File: config.mk
export PLATFORM = sky130hd
export DESIGN_NAME = hsquare_iter
export DESIGN_NICKNAME = d
export VERILOG_FILES = /design/src/rtl/hsquare_iter.sv
export SDC_FILE = /design/constraint.sdc
export NUM_CORES = 1
export LEC_CHECK = 0
export ABC_CLOCK_PERIOD_IN_PS = 6160
export BUFFER_PORTS_ARGS = -buffer_cell sky130_fd_sc_hd__buf_2
export CAP_MARGIN = 20
export CORE_UTILIZATION = 60
export DETAILED_ROUTE_END_ITERATION = 6
export HOLD_SLACK_MARGIN = 0.08
export PLACE_DENSITY = 0.9
export SLEW_MARGIN = 20
export SYNTH_ARGS = -nofsm -noshare
export SYNTH_HDL_FRONTEND = slang
export SYNTH_SLANG_ARGS = --single-unit
File: constraint.sdc
create_clock -name clk -period 6.16 [get_ports clk]
set_clock_uncertainty 0.15 [all_clocks]
set_input_delay 1.54 -clock clk [delete_from_list [all_inputs] [get_ports clk]]
set_output_delay 1.54 -clock clk [all_outputs]
set_load 0.01 [all_outputs]
File: src/rtl/hsquare_iter.sv
// Iterative shift-and-add squarer: one operand in flight, result IN_W edges after accept.
// Define HSQUARE_ZERO_GATE_EN to force out_data to zero whenever out_valid is low.
module hsquare_iter #(
  parameter int IN_W = 8
) (
  input  logic              clk,
  input  logic              rst,
  input  logic              in_valid,
  output logic              in_ready,
  input  logic [IN_W-1:0]   in_data,
  output logic              out_valid,
  input  logic              out_ready,
  output logic [2*IN_W-1:0] out_data,
  output logic              busy
);

  localparam int CNT_W = (IN_W > 1) ? $clog2(IN_W) : 1;
  localparam logic [CNT_W-1:0] CNT_LAST = CNT_W'(IN_W - 1);
  localparam logic [CNT_W-1:0] CNT_ONE  = CNT_W'(1);

  typedef enum logic [1:0] {
    IDLE = 2'd0,
    BUSY = 2'd1,
    DONE = 2'd2
  } state_t;

  state_t              state_q;
  logic [2*IN_W-1:0]   acc_q;
  logic [2*IN_W-1:0]   acc_d;
  logic [2*IN_W-1:0]   mcand_q;
  logic [IN_W-1:0]     mplier_q;
  logic [CNT_W-1:0]    cnt_q;
  logic [2*IN_W-1:0]   res_q;
  logic                out_valid_q;
  logic                in_ready_q;
  logic                busy_q;

  // Partial product for this iteration; also the final square on the last edge.
  always_comb begin
    acc_d = acc_q;
    if (mplier_q[0]) begin
      acc_d = acc_q + mcand_q;
    end
  end

  always_ff @(posedge clk) begin
    if (rst) begin
      state_q     <= IDLE;
      acc_q       <= '0;
      mcand_q     <= '0;
      mplier_q    <= '0;
      cnt_q       <= '0;
      res_q       <= '0;
      out_valid_q <= 1'b0;
      in_ready_q  <= 1'b1;
      busy_q      <= 1'b0;
    end else begin
      case (state_q)
        IDLE: begin
          if (in_valid) begin
            mcand_q    <= {{IN_W{1'b0}}, in_data};
            mplier_q   <= in_data;
            acc_q      <= '0;
            cnt_q      <= '0;
            in_ready_q <= 1'b0;
            busy_q     <= 1'b1;
            state_q    <= BUSY;
          end
        end
        BUSY: begin
          acc_q    <= acc_d;
          mcand_q  <= mcand_q << 1;
          mplier_q <= mplier_q >> 1;
          cnt_q    <= cnt_q + CNT_ONE;
          if (cnt_q == CNT_LAST) begin
            res_q       <= acc_d;
            out_valid_q <= 1'b1;
            state_q     <= DONE;
          end
        end
        DONE: begin
          if (out_ready) begin
            out_valid_q <= 1'b0;
            in_ready_q  <= 1'b1;
            busy_q      <= 1'b0;
            state_q     <= IDLE;
          end
        end
        default: begin
          state_q <= IDLE;
        end
      endcase
    end
  end

  assign in_ready  = in_ready_q;
  assign out_valid = out_valid_q;
  assign busy      = busy_q;

`ifdef HSQUARE_ZERO_GATE_EN
  assign out_data = out_valid_q ? res_q : '0;
`else
  assign out_data = res_q;
`endif

endmodule

After elaboration in Yosys (flattened, before gate mapping)
Cells that the tools add are included.
Operators by class
  add/subtract/negate cells: 2
  equality and inequality tests: 6
  mux-type cells: 21
  reductions and logical operators: 9
Operators with widths (number)
  case mux 16 bit (2 select lines): 2
  2-to-1 mux 16 bit: 3
  adder 16 bit: 1
  case mux 8 bit (2 select lines): 1
  AND reduction 3 bit: 3
  2-to-1 mux 8 bit: 1
  2-to-1 mux 2 bit: 3
  inequality test 2 bit, second input constant: 3
  case mux 1 bit (2 select lines): 3
  case mux 2 bit (3 select lines): 1
  case mux 3 bit (2 select lines): 1
  nonzero test 2 bit: 3
  2-to-1 mux 1 bit: 5
  AND reduction 2 bit: 2
  adder 3 x 1 -> 3 bit, second input constant: 1
  equality test 3 bit, second input constant: 1
  2-to-1 mux 3 bit: 1
  equality test 2 x 1 -> 1 bit, second input constant: 1
  equality test 2 bit, second input constant: 1
  logical NOT 2 bit: 1
Word-level totals
  bits in registers: 64
  input bits: 12
  output and inout port bits: 19
  word-level logic and storage cells: 47

Depth between registers and ports, before layout
Gate-level depths: netlist (run 1).
  word-level depth: 3
  depth in mapped cells: 9
  depth with buffers taken out: 9

Least setup slack after synthesis (run 1)
OpenSTA, ideal clock, no wires.
  path type: input -> register
  start: input in_valid
  end: register mcand_q[2]
  library setup time: 70 ps
  data arrival time: 2491 ps
  data required time: 5940 ps
  setup slack: 3448 ps
  cell stages on the path: 6
  path buffers: 2
  cell sequence: nor2_1 or2_2 clkbuf_1 clkbuf_1 a22oi_1 a21oi_1
On the way
  word-level cells in the longest chain between the ends: 2
RTL lines
  start: declaration: RTL line 8  | input logic in_valid,
  inequality test 2 bit (no line)
  AND reduction 2 bit (no line)
  end signal: assignment: RTL line 61  | mcand_q <= {{IN_W{1'b0}}, in_data};
  end signal: assignment: RTL line 72  | mcand_q <= mcand_q << 1;
  end: declaration: RTL line 30  | logic [2*IN_W-1:0] mcand_q;
No other way between the ends.
A chain may end at the register's enable or synchronous reset.

Final worst setup path (run 1)
  start: input in_valid
  end: register acc_q[8]
On the way
  word-level cells in the longest chain between the ends: 2
RTL lines
  inequality test 2 bit (no line)
  AND reduction 2 bit (no line)
  end signal: assignment: RTL line 49  | acc_q <= '0;
  end signal: assignment: RTL line 63  | acc_q <= '0;
  end signal: assignment: RTL line 71  | acc_q <= acc_d;
  end: declaration: RTL line 28  | logic [2*IN_W-1:0] acc_q;
No other way between the ends.

==> reports/metrics.cfg, run 1 <==
[layout]
flow.area_growth_from_synthesis_pct=11.0
final_net_count=447
fillers=397
drive_gt1_frac=0.152
diodes=0
fin_area_um2=3740
utilization=0.709

[routing]
drcViolationCount=0
vias=3033
wl_per_cell_um=16.3
routed_wirelength_mm=8.03
final_antenna_net_count=0
drt-initial-drc-count=205
detailedRoute.firstPassIterationCount=5
via_per_instance_ratio=6.16

[grt]
number_of_antenna_violations_at_the_first_check_in_global_routing=0
grt_first_pass_wirelength_mm=13.6
grt.overflow.total=0
pin_count_of_the_biggest_net_entering_global_routing=69
grt.total_usage=0.290
first_global_vias=2900

[worst_setup_path]
cp.arrival_ns=2.90
crit_path_frequent_cell=sky130_fd_sc_hd__nor2_1
cpLargestDelayFamily=simple AND/OR/NAND/NOR gates
crit_path_max_fanout=12
crit_buf_inv=1
kind_of_launch_point_of_the_worst_setup_path=input port
worstPathCellList=buf_2 > nor2_1 > nor2_1 > o21ai_1 > nor2b_1 > a22o_1
path_class=input port to flop
critPathSlowestCell=sky130_fd_sc_hd__nor2_1
setup.worst_path.end_class=flop
timing.critical_path.required_ns=6.25
worst_path_largest_cell_delay_ns=0.30

[yosys]
ranking_of_synthesized_cells_by_instance_count=sky130_fd_sc_hd__dfxtp_1, sky130_fd_sc_hd__nor2_1, sky130_fd_sc_hd__a21oi_1
synth_area_leader_cell=sky130_fd_sc_hd__dfxtp_1
postSynthAreaPerCell_um2=8.38
syn_inst=402
leading_cell_type_by_number_of_instances_after_synthesis=sky130_fd_sc_hd__dfxtp_1
synth_compound_area_frac=0.291
synth_flop_cell=sky130_fd_sc_hd__dfxtp_1
synth.lib_cells_used.distinct=56
ys_async_sr_fraction=0
synth_fp_nets=432
synth.ff_latch_count=64
post_synth_instance_area_um2=3370
yosys-mux-area-fraction=0.0182
ys_top_cells_by_area=sky130_fd_sc_hd__dfxtp_1, sky130_fd_sc_hd__nor2_1, sky130_fd_sc_hd__ha_1
synth-adder-area-share=0.0691
ys_warn_count=0
synth-simple-area-share=0.169
netlist.area_leader.share=0.381
synth_xor_area_frac=0.0286
number_of_flops_mapped_to_enable_cells_by_yosys=0
main_combinational_cell_family_by_area_after_synthesis=compound AO/OA/AOI/OAI gates
synth-seq-area-share=0.381

[clock_network]
cts_made_buffers=9
clock-root-buffer=sky130_fd_sc_hd__clkbuf_8
cts.reportedPaths.clkPinSlew_ns=0.07
post_cts_hold_buffer_count=0
cts_resized=0
tritoncts=done
clock_tree.htree_level_count=3
clock-sinks=64
cts-root-to-sink-buffers=2
clock_latency_ns=0.35
post-cts-setup-buffers=0

[floorplanning]
fp.dieW_um=76.9
die_area_um2=5920
placement_rows=26
die_height_um=76.9
ioPinCount=31
initial_core_util=0.639
design.core.area_um2=5270

[sta]
hold_viol_final=0
rsz0062_at_grt=false
setup-violations-final=0
worst_slew_pin_slew_ns=1.06
timing.fmax_ghz=0.357
timing.slew.headroom=0.290
timing_max_transition_violations_final=0
timing.final.crit_share=0.455
final.setup.tns_ns=0
finalWorstPathRequiredPeriod_ns=2.80
final_critical_path_setup_slack_ns=3.36

[placed_design]
port_buffers=30
postPlaceCellArea_um2=3500
hpwl_mm=5.44
post-place-ws_ns=3.04
place.gp.congestion=0.958

[pwr]
leakagePower_nw=1.52
p_per_area_nw_per_um2=256
worst_ir_drop_vdd_v=0.000189

[min_path]
hold_class=flop to flop

[run_status]
outcome=finished clean

[run]
reported_max_cap_violation_count=0

area by class of cell:
type                    count  area [um2]  share of cell area
clock buffers              10         128              0.0341
clock inverters             6         108              0.0288
inverters                   7        26.3             0.00703
multi-input cells         303        1940               0.520
flip-flops and latches     64        1280               0.343
well taps                  70        87.6              0.0234
repair buffers             32         165              0.0442
path summary, 6_finish.rpt:
check	startpoint	end	slack (ns)	cells past startpoint
setup / recovery	in_valid	acc_q[8]	3.36	6
hold reg to reg	out_data[2]	out_data[2]	0.32	2
setup reg to reg	mplier_q[0]	acc_q[15]	3.38	7
hold / removal	out_data[2]	out_data[2]	0.32	2
worst register-to-register path, stage by stage (launching register included):
cell and delay (ns):
sky130_fd_sc_hd__dfxtp_1 1.02, sky130_fd_sc_hd__clkinv_1 0.66, sky130_fd_sc_hd__nor2_1 0.23, sky130_fd_sc_hd__nand2_1 0.10
sky130_fd_sc_hd__nand3_1 0.09, sky130_fd_sc_hd__nor2_1 0.05, sky130_fd_sc_hd__o31ai_2 0.25, sky130_fd_sc_hd__o41ai_2 0.10
logic make-up after synthesis:
logic type | Yosys count
fa+ha+maj | 18
compound gates | 139
simple gates | 129
flops | 64
mux | 6
xor+xnor | 11
buf+inv | 35
registers in the layout (all words and copies together) (netlist names):
| name | cells |
|---|---|
| cnt_q | 3 |
| mplier_q | 8 |
| out_data | 16 |
| in_ready | 1 |
| acc_q | 16 |
| mcand_q | 16 |
| state_q | 2 |
| busy | 1 |
| out_valid | 1 |
layer usage:
metal / global-route usage / vias up / wire, um
met4: 0.152 / 0 / 254
met2: 0.469 / 113 / 3890
li1: - / 1487 / -
met5: 0 / - / 0
met3: 0.0702 / 28 / 423
met1: 0.357 / 1405 / 3460
cells in the final DEF (no fill, tap or decap), types with 3 or more instances in the layout:
| master | Yosys | layout |
|---|---|---|
| sky130_fd_sc_hd__o221a_2 | 3 | 3 |
| sky130_fd_sc_hd__o2bb2ai_1 | 3 | 3 |
| sky130_fd_sc_hd__o31ai_1 | 3 | 3 |
| sky130_fd_sc_hd__a311oi_1 | 3 | 3 |
| sky130_fd_sc_hd__a211oi_1 | 12 | 12 |
| sky130_fd_sc_hd__a21oi_1 | 40 | 40 |
| sky130_fd_sc_hd__dfxtp_1 | 64 | 64 |
| sky130_fd_sc_hd__o21a_1 | 3 | 3 |
| sky130_fd_sc_hd__nand2_1 | 29 | 29 |
| sky130_fd_sc_hd__xor2_1 | 6 | 6 |
| sky130_fd_sc_hd__o21ai_0 | 11 | 11 |
| sky130_fd_sc_hd__nor3_1 | 6 | 6 |
| sky130_fd_sc_hd__clkbuf_8 | 0 | 9 |
| sky130_fd_sc_hd__buf_2 | 6 | 30 |
| sky130_fd_sc_hd__nor2b_1 | 9 | 8 |
| sky130_fd_sc_hd__nor2_1 | 63 | 63 |
| sky130_fd_sc_hd__nand2b_1 | 6 | 6 |
| sky130_fd_sc_hd__xnor2_1 | 5 | 5 |
| sky130_fd_sc_hd__o21ai_1 | 4 | 4 |
| sky130_fd_sc_hd__a31oi_1 | 5 | 5 |
| sky130_fd_sc_hd__a22oi_1 | 27 | 27 |
| sky130_fd_sc_hd__bufinv_16 | 0 | 3 |
| sky130_fd_sc_hd__nand3_1 | 4 | 4 |
| sky130_fd_sc_hd__ha_1 | 17 | 17 |
| sky130_fd_sc_hd__mux2i_1 | 5 | 5 |
| sky130_fd_sc_hd__o211ai_1 | 4 | 4 |
| sky130_fd_sc_hd__a21o_1 | 4 | 4 |
| sky130_fd_sc_hd__inv_1 | 6 | 6 |
stage by stage:
| stage | power, mW | hold slack, ns | std cells |
|---|---|---|---|
| after detailed placement | 0.533 | 0.305 | 476 |
| after global placement | 0.528 | 0.292 | 476 |
| after floorplan | 0.510 | 0.291 | 402 |
| final | 0.956 | 0.316 | 492 |
| after CTS | 0.956 | 0.316 | 492 |
| after global routing | 0.988 | 0.345 | 492 |
power breakdown:
group | total, mW | internal [mW] | switching (mW)
Sequential | 0.443 | 0.426 | 0.0173
Combinational | 0.0823 | 0.0309 | 0.0514
Clock | 0.430 | 0.267 | 0.163
Note: power is estimated with default switching activity, not from simulation.
==> run 2: changes to the inputs <==
--- a/config.mk
+++ b/config.mk
@@ -5,13 +5,13 @@
 export SDC_FILE = /design/constraint.sdc
 export NUM_CORES = 1
 export LEC_CHECK = 0
-export ABC_CLOCK_PERIOD_IN_PS = 6160
+export ABC_CLOCK_PERIOD_IN_PS = 2300
 export BUFFER_PORTS_ARGS = -buffer_cell sky130_fd_sc_hd__buf_2
 export CAP_MARGIN = 20
-export CORE_UTILIZATION = 60
+export CORE_UTILIZATION = 53
 export DETAILED_ROUTE_END_ITERATION = 6
 export HOLD_SLACK_MARGIN = 0.08
-export PLACE_DENSITY = 0.9
+export PLACE_DENSITY = 0.85
 export SLEW_MARGIN = 20
 export SYNTH_ARGS = -nofsm -noshare
 export SYNTH_HDL_FRONTEND = slang
==> constraint.sdc (replaced) <==
create_clock -name clk -period 2.3 [get_ports clk]
set_clock_uncertainty 0.15 [all_clocks]
set_input_delay 0.575 -clock clk [delete_from_list [all_inputs] [get_ports clk]]
set_output_delay 0.575 -clock clk [all_outputs]
set_load 0.01 [all_outputs]
==> reports/metrics.cfg, run 2 (synthesis results as in run 1) <==
[run_status]
outcome=finished with violations
violations=setup timing

[sta]
timing.fmax_ghz=0.426
timing_max_transition_violations_final=0
final.setup.tns_ns=-0.0502
setup-violations-final=2
finalWorstPathRequiredPeriod_ns=2.35
timing.final.crit_share=1.02
timing.slew.headroom=0.574
hold_viol_final=0
worst_slew_pin_slew_ns=0.635
rsz0062_at_grt=true
final_critical_path_setup_slack_ns=-0.0467

[pwr]
power_mw=2.59
p_per_area_nw_per_um2=605
worst_ir_drop_vdd_v=0.000579
leakagePower_nw=1.74

[floorplanning]
die_area_um2=6680
initial_core_util=0.559
placement_rows=28
die_height_um=81.7
design.core.area_um2=6030
fp.dieW_um=81.7
ioPinCount=31

[worst_setup_path]
crit_path_max_fanout=2
worst_r2r_startpoint=acc_q[0]
kind_of_launch_point_of_the_worst_setup_path=flop
path_class=flop to flop
setup.worst_path.end_class=flop
cp.arrival_ns=2.46
reg2reg_depth=9
timing.critical_path.required_ns=2.41
crit-reg2reg-capture=out_data[10]
setup.reg_to_reg.worst_slack_ns=-0.05

[grt]
pin_count_of_the_biggest_net_entering_global_routing=31
grt.overflow.total=0
first_global_vias=3098
number_of_antenna_violations_at_the_first_check_in_global_routing=0
global_route.usage.met1=0.338
grt.met3_usage=0.0589
grt_first_pass_wirelength_mm=14.1
grt.met2_usage=0.470
grt.total_usage=0.278
grt_busiest_layer=met2

[clock_network]
clock_tree.htree_level_count=3
cts_made_buffers=9
clock-sinks=64
tritoncts=done
post_cts_hold_buffer_count=0
cts.reportedPaths.clkPinSlew_ns=0.08
clock_latency_ns=0.35
cts-root-to-sink-buffers=2
clock-root-buffer=sky130_fd_sc_hd__clkbuf_8

[routing]
drt-initial-drc-count=285
routed_wirelength_mm=9.27
via_per_instance_ratio=6.21
vias=3361
drcViolationCount=0
final_antenna_net_count=0
wl_per_cell_um=17.1
detailedRoute.firstPassIterationCount=6

[layout]
diodes=0
layout.cells.non_filler=541
utilization=0.710
drive_gt1_frac=0.298
most_frequent_standard_cell_in_the_layout_excluding_fill_and_tap_cells=sky130_fd_sc_hd__nor2_1
highest_count_cells_in_the_layout_ignoring_fill_and_taps=sky130_fd_sc_hd__nor2_1, sky130_fd_sc_hd__dfxtp_1, sky130_fd_sc_hd__buf_4
flow.area_growth_from_synthesis_pct=27.0
final_net_count=491

[run]
reported_max_cap_violation_count=0

[placed_design]
hpwl_mm=6.22
place.gp.congestion=0.913
placed_cells=520
post-place-ws_ns=-0.0983
port_buffers=30

[min_path]
number_of_instances_on_the_worst_hold_path=2
hp-start=out_data[7]
worstHoldEndpoint=out_data[7]
hold_class=flop to flop

==> run 2: cell count changes in the layout (fill, tap and decap cells not counted), sizes merged <==
| cell | delta |
|---|---|
| inv | +1 |
| clkinvlp | +2 |
| clkinv | -2 |
| buf | +44 |
| bufinv | -1 |
==> run 2: how the worst max path moves through the flow <==
stage | from | endpoint | slack (ns)
2_1_floorplan | acc_q[0] | out_data[10] | 0.004
3_3_place_gp | acc_q[0] | out_data[10] | -0.07
3_5_place_dp | acc_q[0] | out_data[10] | -0.1
4_1_cts | acc_q[0] | out_data[10] | -0.002
5_1_grt | acc_q[0] | out_data[10] | -0.15
6_report | acc_q[0] | out_data[10] | -0.05
==> run 2: final cells by class <==
| class | instances | area [um2] |
|---|---|---|
| multi-input combinational | 303 | 2120 |
| fill | 437 | 1750 |
| sequential | 64 | 1290 |
| timing repair buffer | 76 | 515 |
| clock buffer | 10 | 138 |
| tap | 75 | 93.8 |
| clock inverter | 6 | 91.3 |
| inverter | 7 | 26.3 |
==> run 2: critical path, cell delays in order (launching register included) <==
cell	delay (ns)
sky130_fd_sc_hd__dfxtp_2	0.34
sky130_fd_sc_hd__ha_4	0.16
sky130_fd_sc_hd__fa_2	0.37
sky130_fd_sc_hd__a211oi_4	0.24
sky130_fd_sc_hd__o21ai_2	0.09
sky130_fd_sc_hd__a21o_1	0.19
sky130_fd_sc_hd__a21oi_4	0.20
sky130_fd_sc_hd__a21oi_2	0.10
sky130_fd_sc_hd__xnor2_2	0.14
sky130_fd_sc_hd__a311oi_1	0.27
==> run 2: through the flow <==
step | instance area (um2) | hold slack, ns
2_1_floorplan | 3380 | 0.291
3_3_place_gp | 3820 | 0.292
3_5_place_dp | 3820 | 0.298
4_1_cts | 4090 | 0.309
5_1_grt | 4280 | 0.326
6_report | 4280 | 0.309
==> run 2: routing by layer <==
metal	routed length, um	up-vias
met5	0	-
met4	383	0
met3	568	39
met2	4530	140
met1	3790	1605
li1	-	1577
==> run 2: what timing repair did <==
action | 4_1_cts | 5_1_grt
resized for setup | 5 | 33
setup endpoints to repair | 11 | 14
pin swaps | 4 | 17
buffers inserted | 1 | 5
==> run 2: where the power goes <==
part	switching (mW)	internal, mW	total (mW)
combinational	0.174	0.126	0.300
sequential	0.0370	1.14	1.18
clock	0.467	0.643	1.11
total	0.678	1.91	2.59
==> run 3: changes to the inputs <==
--- a/config.mk
+++ b/config.mk
@@ -12,6 +12,7 @@
 export DETAILED_ROUTE_END_ITERATION = 6
 export HOLD_SLACK_MARGIN = 0.08
 export PLACE_DENSITY = 0.85
+export SETUP_SLACK_MARGIN = 0.15
 export SLEW_MARGIN = 20
 export SYNTH_ARGS = -nofsm -noshare
 export SYNTH_HDL_FRONTEND = slang
==> reports/metrics.cfg, run 3 (synthesis results as in run 1) <==
[run_status]
outcome=finished with violations
violations=setup timing

[routing]
via_per_instance_ratio=6.21
detailedRoute.firstPassIterationCount=5
routed_wirelength_mm=9.53
drcViolationCount=0
drt-initial-drc-count=268
vias=3331
final_antenna_net_count=0
wl_per_cell_um=17.8

[worst_setup_path]
setup.worst_path.end_class=flop
crit_path_max_fanout=2
cp.arrival_ns=2.45
worst_path_depth=11
cpLargestDelayFamily=compound AO/OA/AOI/OAI gates
path_class=flop to flop
worst_path_largest_cell_delay_ns=0.38
critPathSlowestCell=sky130_fd_sc_hd__fa_2
crit_buf_inv=2
worstPathCellList=ha_4 > fa_2 > a211oi_4 > buf_4 > buf_6 > nor2_2 > o21ai_1 > nand2_1 > a31o_2 > a22oi_2 > nor2_1
timing.critical_path.required_ns=2.38
reg2reg_depth=11
kind_of_launch_point_of_the_worst_setup_path=flop

[sta]
final_critical_path_setup_slack_ns=-0.0695
hold_viol_final=0
finalWorstPathRequiredPeriod_ns=2.37
timing_max_transition_violations_final=0
rsz0062_at_grt=true
timing.slew.headroom=0.633
timing.final.crit_share=1.03
setup-violations-final=7
worst_slew_pin_slew_ns=0.549
timing.fmax_ghz=0.422

[floorplanning]
initial_core_util=0.559
die_height_um=81.7
ioPinCount=31
design.core.area_um2=6030
die_area_um2=6680
placement_rows=28
fp.dieW_um=81.7

[grt]
first_global_vias=3106
pin_count_of_the_biggest_net_entering_global_routing=29
grt.overflow.total=0
grt.total_usage=0.288
number_of_antenna_violations_at_the_first_check_in_global_routing=0
global_route.usage.met1=0.349
grt.met3_usage=0.0633
grt_busiest_layer=met2
grt.met2_usage=0.455
grt_first_pass_wirelength_mm=14.4

[clock_network]
clock-root-buffer=sky130_fd_sc_hd__clkbuf_8
clock_latency_ns=0.36
tritoncts=done
clock_tree.htree_level_count=3
cts.reportedPaths.clkPinSlew_ns=0.08
cts-root-to-sink-buffers=2
cts_made_buffers=9
post_cts_hold_buffer_count=0
clock-sinks=64

[placed_design]
port_buffers=30
postPlaceCellArea_um2=3770
hpwl_mm=5.90
place.gp.congestion=0.872

[layout]
diodes=0
most_frequent_standard_cell_in_the_layout_excluding_fill_and_tap_cells=sky130_fd_sc_hd__nor2_1
fin_area_um2=4320
final_net_count=486
drive_gt1_frac=0.321
highest_count_cells_in_the_layout_ignoring_fill_and_taps=sky130_fd_sc_hd__nor2_1, sky130_fd_sc_hd__dfxtp_1, sky130_fd_sc_hd__buf_4
flow.area_growth_from_synthesis_pct=28.4

[pwr]
power_mw=2.49
leakagePower_nw=1.70
p_per_area_nw_per_um2=576
worst_ir_drop_vdd_v=0.000629

[min_path]
number_of_instances_on_the_worst_hold_path=2
hold_class=flop to flop

[run]
reported_max_cap_violation_count=0

-- run 3: cell count changes in the layout (fill, tap and decap cells not counted), sizes merged --
| cell | previous run | this run |
|---|---|---|
| clkinvlp | 3 | 4 |
| bufinv | 2 | 1 |
| clkinv | 1 | 2 |
| inv | 7 | 6 |
| buf | 76 | 71 |
-- run 3: worst paths after layout --
kind	start	to	slack, ns
min reg2reg	out_data[7]	out_data[7]	0.30
max reg2reg	acc_q[0]	acc_q[6]	-0.07
min	out_data[7]	out_data[7]	0.30
max	acc_q[0]	acc_q[6]	-0.07
-- run 3: layout make-up --
type                       instances  area, um2
multi-input combinational        303       2220
fill                             415       1700
sequential                        64       1300
timing repair buffer              71        478
clock buffer                      10        138
tap                               75       93.8
clock inverter                     6       68.8
inverter                           7       26.3
-- run 3: layer usage --
layer / share of wire / vias up / wire length [um]
met5: 0 / - / 0
met2: 0.48 / 157 / 4610
met4: 0.048 / 0 / 454
li1: - / 1567 / -
met1: 0.40 / 1564 / 3800
met3: 0.070 / 43 / 670
-- run 3: worst reg2reg max path, cell delays in order (launching register included) --
cell,delay (ns)
sky130_fd_sc_hd__dfxtp_2,0.34
sky130_fd_sc_hd__ha_4,0.16
sky130_fd_sc_hd__fa_2,0.38
sky130_fd_sc_hd__a211oi_4,0.29
sky130_fd_sc_hd__buf_4,0.15
sky130_fd_sc_hd__buf_6,0.08
sky130_fd_sc_hd__nor2_2,0.03
sky130_fd_sc_hd__o21ai_1,0.11
sky130_fd_sc_hd__nand2_1,0.07
sky130_fd_sc_hd__a31o_2,0.26
sky130_fd_sc_hd__a22oi_2,0.17
sky130_fd_sc_hd__nor2_1,0.05
-- run 3: timing repair --
item                                    CTS  global route
pin swaps                                22            35
buffers inserted                          5             4
gates resized for setup                  20            36
gates cloned                              0             0
endpoints found under the setup margin   19            21
-- run 3: per-stage QoR --
stage	setup TNS, ns	setup slack, ns	std cells	hold WS [ns]	utilization
after floorplan	0	0.119	402	0.291	-
after global placement	-0.0365	-0.0365	511	0.293	0.626
after detailed placement	-0.277	-0.0838	511	0.296	0.626
after CTS	-0.105	-0.0457	532	0.306	0.680
after global routing	-1.61	-0.223	536	0.338	0.717
final	-0.325	-0.0695	536	0.305	0.717
-- run 3: power by group --
part | switching [mW] | internal [mW] | total (mW)
sequential | 0.0310 | 1.14 | 1.17
combinational | 0.185 | 0.123 | 0.308
clock | 0.481 | 0.531 | 1.01
